[src/rtl/esp_tx_serializer.sv]
// FIFO-buffered 16-bit serializer driving an ESP8266 SCLK/IO_SPI link, one framed word at a time.
// Optional even-parity bit per frame when ESP_TX_PARITY_EN is defined.
module esp_tx_serializer #(
    parameter int CLK_DIV    = 50,
    parameter int FIFO_DEPTH = 4
) (
    input  logic                        HCLK,
    input  logic                        HRESETn,
    input  logic                        wr_valid,
    input  logic [15:0]                 wr_data,
    output logic                        wr_ready,
    output logic [$clog2(FIFO_DEPTH):0] fifo_count,
    output logic                        busy,
    output logic                        done,
    output logic                        SCLK,
    output logic                        IO_SPI
);

    localparam int AW  = $clog2(FIFO_DEPTH);
    localparam int CNW = AW + 1;
    localparam int CW  = $clog2(4 * CLK_DIV);
`ifdef ESP_TX_PARITY_EN
    localparam int FW = 18;
`else
    localparam int FW = 17;
`endif

    localparam logic [CW-1:0]  C_HALF     = CW'(CLK_DIV);
    localparam logic [CW-1:0]  C_BIT_END  = CW'(2 * CLK_DIV - 1);
    localparam logic [CW-1:0]  C_GAP_END  = CW'(4 * CLK_DIV - 1);
    localparam logic [4:0]     C_LAST_BIT = 5'(FW - 1);
    localparam logic [CNW-1:0] C_DEPTH    = CNW'(FIFO_DEPTH);

    typedef enum logic [1:0] {
        S_IDLE,
        S_SHIFT,
        S_GAP
    } state_t;

    state_t         r_state;
    logic [CW-1:0]  r_cnt;
    logic [4:0]     r_bit;
    logic [FW-1:0]  r_shift;
    logic           r_sclk;
    logic           r_io;
    logic           r_done;
    logic [15:0]    r_mem [FIFO_DEPTH];
    logic [AW-1:0]  r_wptr;
    logic [AW-1:0]  r_rptr;
    logic [CNW-1:0] r_count;

    state_t         w_state_nxt;
    logic [CW-1:0]  w_cnt_nxt;
    logic [4:0]     w_bit_nxt;
    logic [FW-1:0]  w_shift_nxt;
    logic [FW-1:0]  w_frame;
    logic [15:0]    w_head;
    logic           w_pop;
    logic           w_push;
    logic           w_done_nxt;
    logic           w_sclk_nxt;
    logic           w_io_nxt;

    assign wr_ready   = (r_count < C_DEPTH);
    assign w_push     = wr_valid & wr_ready;
    assign fifo_count = r_count;
    assign busy       = (r_state != S_IDLE);
    assign done       = r_done;
    assign SCLK       = r_sclk;
    assign IO_SPI     = r_io;
    assign w_head     = r_mem[r_rptr];

`ifdef ESP_TX_PARITY_EN
    assign w_frame = {1'b1, w_head, ^w_head};
`else
    assign w_frame = {1'b1, w_head};
`endif

    always_comb begin
        w_state_nxt = r_state;
        w_cnt_nxt   = r_cnt + CW'(1);
        w_bit_nxt   = r_bit;
        w_shift_nxt = r_shift;
        w_pop       = 1'b0;
        w_done_nxt  = 1'b0;
        case (r_state)
            S_IDLE: begin
                w_cnt_nxt = '0;
                if (r_count != '0) begin
                    w_pop       = 1'b1;
                    w_shift_nxt = w_frame;
                    w_bit_nxt   = '0;
                    w_state_nxt = S_SHIFT;
                end
            end
            S_SHIFT: begin
                // End of the SCLK-high half: this edge is the SCLK falling edge.
                if (r_cnt == C_BIT_END) begin
                    w_cnt_nxt = '0;
                    if (r_bit == C_LAST_BIT) begin
                        w_state_nxt = S_GAP;
                        w_done_nxt  = 1'b1;
                        w_bit_nxt   = '0;
                    end else begin
                        w_bit_nxt   = r_bit + 5'd1;
                        w_shift_nxt = {r_shift[FW-2:0], 1'b0};
                    end
                end
            end
            S_GAP: begin
                if (r_cnt == C_GAP_END) begin
                    w_state_nxt = S_IDLE;
                    w_cnt_nxt   = '0;
                end
            end
            default: begin
                w_state_nxt = S_IDLE;
                w_cnt_nxt   = '0;
                w_bit_nxt   = '0;
            end
        endcase
        // Line outputs are registered from next-state values so they never glitch.
        w_sclk_nxt = (w_state_nxt == S_SHIFT) && (w_cnt_nxt >= C_HALF);
        w_io_nxt   = (w_state_nxt == S_SHIFT) && w_shift_nxt[FW-1];
    end

    always_ff @(posedge HCLK) begin
        if (!HRESETn) begin
            r_state <= S_IDLE;
            r_cnt   <= '0;
            r_bit   <= '0;
            r_shift <= '0;
            r_sclk  <= 1'b0;
            r_io    <= 1'b0;
            r_done  <= 1'b0;
            r_wptr  <= '0;
            r_rptr  <= '0;
            r_count <= '0;
        end else begin
            r_state <= w_state_nxt;
            r_cnt   <= w_cnt_nxt;
            r_bit   <= w_bit_nxt;
            r_shift <= w_shift_nxt;
            r_sclk  <= w_sclk_nxt;
            r_io    <= w_io_nxt;
            r_done  <= w_done_nxt;
            if (w_push) begin
                r_wptr <= r_wptr + AW'(1);
            end
            if (w_pop) begin
                r_rptr <= r_rptr + AW'(1);
            end
            case ({w_push, w_pop})
                2'b10:   r_count <= r_count + CNW'(1);
                2'b01:   r_count <= r_count - CNW'(1);
                default: r_count <= r_count;
            endcase
        end
    end

    always_ff @(posedge HCLK) begin
        if (HRESETn && w_push) begin
            r_mem[r_wptr] <= wr_data;
        end
    end

endmodule

[config.mk]
export PLATFORM = sky130hd
export DESIGN_NAME = esp_tx_serializer
export DESIGN_NICKNAME = d
export VERILOG_FILES = /design/src/rtl/esp_tx_serializer.sv
export SDC_FILE = /design/constraint.sdc
export NUM_CORES = 1
export LEC_CHECK = 0
export ABC_AREA = 1
export CORE_ASPECT_RATIO = 1.75
export CORE_UTILIZATION = 61
export CTS_CLUSTER_DIAMETER = 80
export DETAILED_ROUTE_END_ITERATION = 6
export DONT_BUFFER_PORTS = 1
export PLACE_DENSITY_LB_ADDON = 0.12
export SLEW_MARGIN = 20
export SYNTH_ARGS = -nofsm -noshare
export SYNTH_HDL_FRONTEND = slang
export SYNTH_SLANG_ARGS = --single-unit
[constraint.sdc]
create_clock -name HCLK -period 2.7 [get_ports HCLK]
set_input_delay 0.135 -clock HCLK [delete_from_list [all_inputs] [get_ports HCLK]]
set_output_delay 0.135 -clock HCLK [all_outputs]
set_load 0.03 [all_outputs]
==> results.txt <==
number of synthesized flops with an enable pin: 64
Gates resized, CTS repair: 0
Synth Flop Type: edfxtp_1
grt ovf: 0
H-tree levels: 3
global-route wire length before repair: 14,100 um
Worst Hold Depth: 2
HP Start: HRESETn
Slew HR: 42.9%
outcome: finished, final reports clean
Mapped Area: 0.00462 mm^2
DR vias: 3,265
Hold Path Class: input port to flop
Fin. Hold Viols: 0
flop2flop setup slack: 0.47 ns
RSZ-0062 raised after global routing: false
CTS max path bufs: 2
Port Buffers: 0
Routed WL: 9070 um
First-pass DRT Iterations: 4
worst clock skew: 0.00829 ns
P_leak: 1.96 nW
Clock Latency Late Sink: 0.34 ns
share of cells above drive strength 1: 9.16%
CP peak stage delay: 0.53 ns
wire per inst: 15.4 um
Clock Sinks: 108
worst vdd rail ir drop: 0.822 mV
DRC viols: 0
vias per cell: 5.55
chip width: 67.8 um
largest net degree at the start of global routing: 32
initial antenna violation count: 0
Crit Path Class: flop to flop
cell count after synthesis: 476
Crit Path Max Fanout: 5
synthesized flop and latch total: 108
pwr dens: 964 mW/mm^2
worst reg2reg path endpoint: fifo_count[2]
Syn. warnings: 0
CP required: 2.92 ns
Final Instance Area: 0.00515 mm^2
Slowest-stage cell, CP: dfxtp_1
Post-DP HPWL: 5690 um
Critical R2R Launch: fifo_count[2]
final net count: 529
Peak Freq: 448 MHz
max-cap violation count: 0
ant diodes: 0
Die Y: 117 um
Hold Path Sink: r_bit[0]
clk root buf: clkbuf_16
crit start category: flop
Initial Util: 63.4%
Avg Cell Area, Syn: 9.71 um^2
Die ar.: 0.00794 mm^2
Num CTS Buffers: 9
Fillers: 558
register area share after synthesis: 60.7%
R2R cell count: 9
crit path DAT: 2.45 ns
max-slew violation count: 0
Placed Area: 0.00471 mm^2
final setup vio count: 0
clock slew at reported path FFs: 0.07 ns
Core Rows: 41
area of the core: 0.00728 mm^2
Top Ports: 27
RD Place Congestion: 0.770
gr usage total: 25.0%
crit-path cells: inv_1 > nand2_1 > ha_1 > inv_1 > fa_1 > a21oi_1 > o21ai_0 > o21ai_0 > a21oi_1
vias in the first global route: 3,158
Mapped Nets: 508
fin crit share: 82.6%
crit end category: flop
Syn-to-layout area delta: 11.5%
Unique masters post-synth: 34
slew at the pin closest to its max-slew limit: 0.853 ns
Antenna Nets Post-Route: 0
Setup TNS: 0 ns
post-synthesis async set-or-reset flop share: 0%
Min Clock Period, post-route: 2.23 ns
DRT iter0 DRCs: 146
postcts setup bufs: 0
CTS tree: done
==> how the worst max path moves through the flow <==
stage	start	endpoint	slack, ns	cells past startpoint
final	fifo_count[2]	fifo_count[2]	0.47	9
after global routing	r_state[0]	fifo_count[2]	0.30	11
after CTS	fifo_count[2]	fifo_count[2]	0.48	9
after detailed placement	r_state[1]	fifo_count[2]	0.49	11
after global placement	r_state[0]	fifo_count[2]	0.54	11
after floorplan	r_state[0]	fifo_count[2]	0.45	12
==> flip-flops by register name, summed over array words and instances, names as in the netlist, named ones only <==
| register | cells |
|---|---|
| IO_SPI | 1 |
| SCLK | 1 |
| done | 1 |
| fifo_count | 3 |
| r_bit | 5 |
| r_cnt | 8 |
| r_mem | 64 |
| r_rptr | 2 |
| r_shift | 17 |
| r_state | 2 |
| r_wptr | 2 |
==> worst max-delay path: cells and delay by family (launching register included) <==
kind	cells	cell delay [ns]
AOI/OAI and AO/OA	4	0.48
adders and majority gates	2	0.54
buffers and inverters	2	0.35
DFF	1	0.53
and+or+nand+nor	1	0.21
==> per-layer routing <==
layer  GRT usage (%)  up-vias  wire, um
li1                -     1655         -
met1            24.7     1538      3450
met2            44.7       52      5040
met3            6.01       20       306
met4            16.1        0       274
met5               0        -         0
==> where the power goes <==
part           switching, W  internal, W
Sequential         0.000148      0.00196
Clock              0.000539     0.000654
Combinational       0.00113     0.000532
Total               0.00182      0.00315
==> Yosys cell counts (all sizes together) (3+ instances only) <==
master / n / area share (%)
nor2: 91 / 7.9
nand3: 16 / 2.4
nor3: 7 / 0.76
ha: 12 / 3.2
nand2: 81 / 7.3
dfxtp: 44 / 19
a21oi: 20 / 2.2
edfxtp: 64 / 42
clkbuf: 10 / 0.81
buf: 6 / 1.0
o22ai: 15 / 2.0
inv: 39 / 3.3
nand4: 3 / 0.41
o21ai: 59 / 6.4
==> layout by cell type (no fill, tap or decap) <==
master / netlist / layout
nor2_1: 88 / 88
nand2_1: 74 / 74
edfxtp_1: 64 / 64
dfxtp_1: 44 / 44
o21ai_1: 33 / 33
inv_1: 29 / 30
o21ai_0: 26 / 26
a21oi_1: 20 / 20
dlygate4sd3_1: 0 / 17
o22ai_1: 15 / 15
nand3_1: 13 / 13
ha_1: 12 / 12
clkbuf_16: 0 / 9
buf_4: 1 / 9
inv_2: 8 / 8
nor3_1: 7 / 7
nand2_2: 4 / 4
nor2_4: 3 / 3
nand2_4: 3 / 3
nand4_1: 3 / 3
inv_4: 2 / 3
nand3_4: 2 / 2
a211oi_1: 2 / 2
nand3_2: 1 / 1
xor2_1: 1 / 1
nor4_1: 1 / 1
or2_1: 1 / 1
nor3b_1: 1 / 1
nand2b_1: 1 / 1
a21o_1: 1 / 1
fa_1: 1 / 1
clkbuf_1: 10 / 1
clkbuf_2: 0 / 1
clkinv_2: 0 / 1
inv_6: 0 / 1
clkbuf_8: 0 / 1
==> final cells by class <==
cell class                 count  area (um^2)  share of cell area [%]
clock buffer                  12          248                    4.81
clock inverter                 4         23.8                   0.461
inverter                      39          151                    2.94
multi-input combinational    313         1580                    30.7
sequential                   108         2800                    54.4
tap                           86          108                    2.09
timing repair buffer          26          238                    4.61
==> per-stage QoR <==
| step | total power (W) | utilization (%) | hold slack (ns) | setup slack, ns | cells |
|---|---|---|---|---|---|
| after CTS | 0.00498 | 70.7 | 0.0433 | 0.475 | 588 |
| final | 0.00497 | 70.7 | 0.0470 | 0.470 | 588 |
| after global placement | 0.00371 | 64.7 | 0.234 | 0.536 | 555 |
| after detailed placement | 0.00376 | 64.7 | 0.234 | 0.488 | 555 |
| after floorplan | 0.00345 | - | 0.234 | 0.447 | 476 |
| after global routing | 0.00527 | 70.7 | 0.0587 | 0.304 | 588 |
==> what timing repair did <==
| action | in CTS | in global routing |
|---|---|---|
| hold buffers | 17 | 0 |
| endpoints found under the hold margin | 91 | 0 |
| setup endpoints to repair | 0 | 0 |
==> logic make-up after synthesis <==
logic type | synth area share [%]
buffers and inverters | 5.12
DFF | 60.7
xor gates and xnor gates | 0.190
and+or+nand+nor | 19.3
AOI/OAI and AO/OA | 11.1
adders and majority gates | 3.68
(Power assumes the default switching activity.)
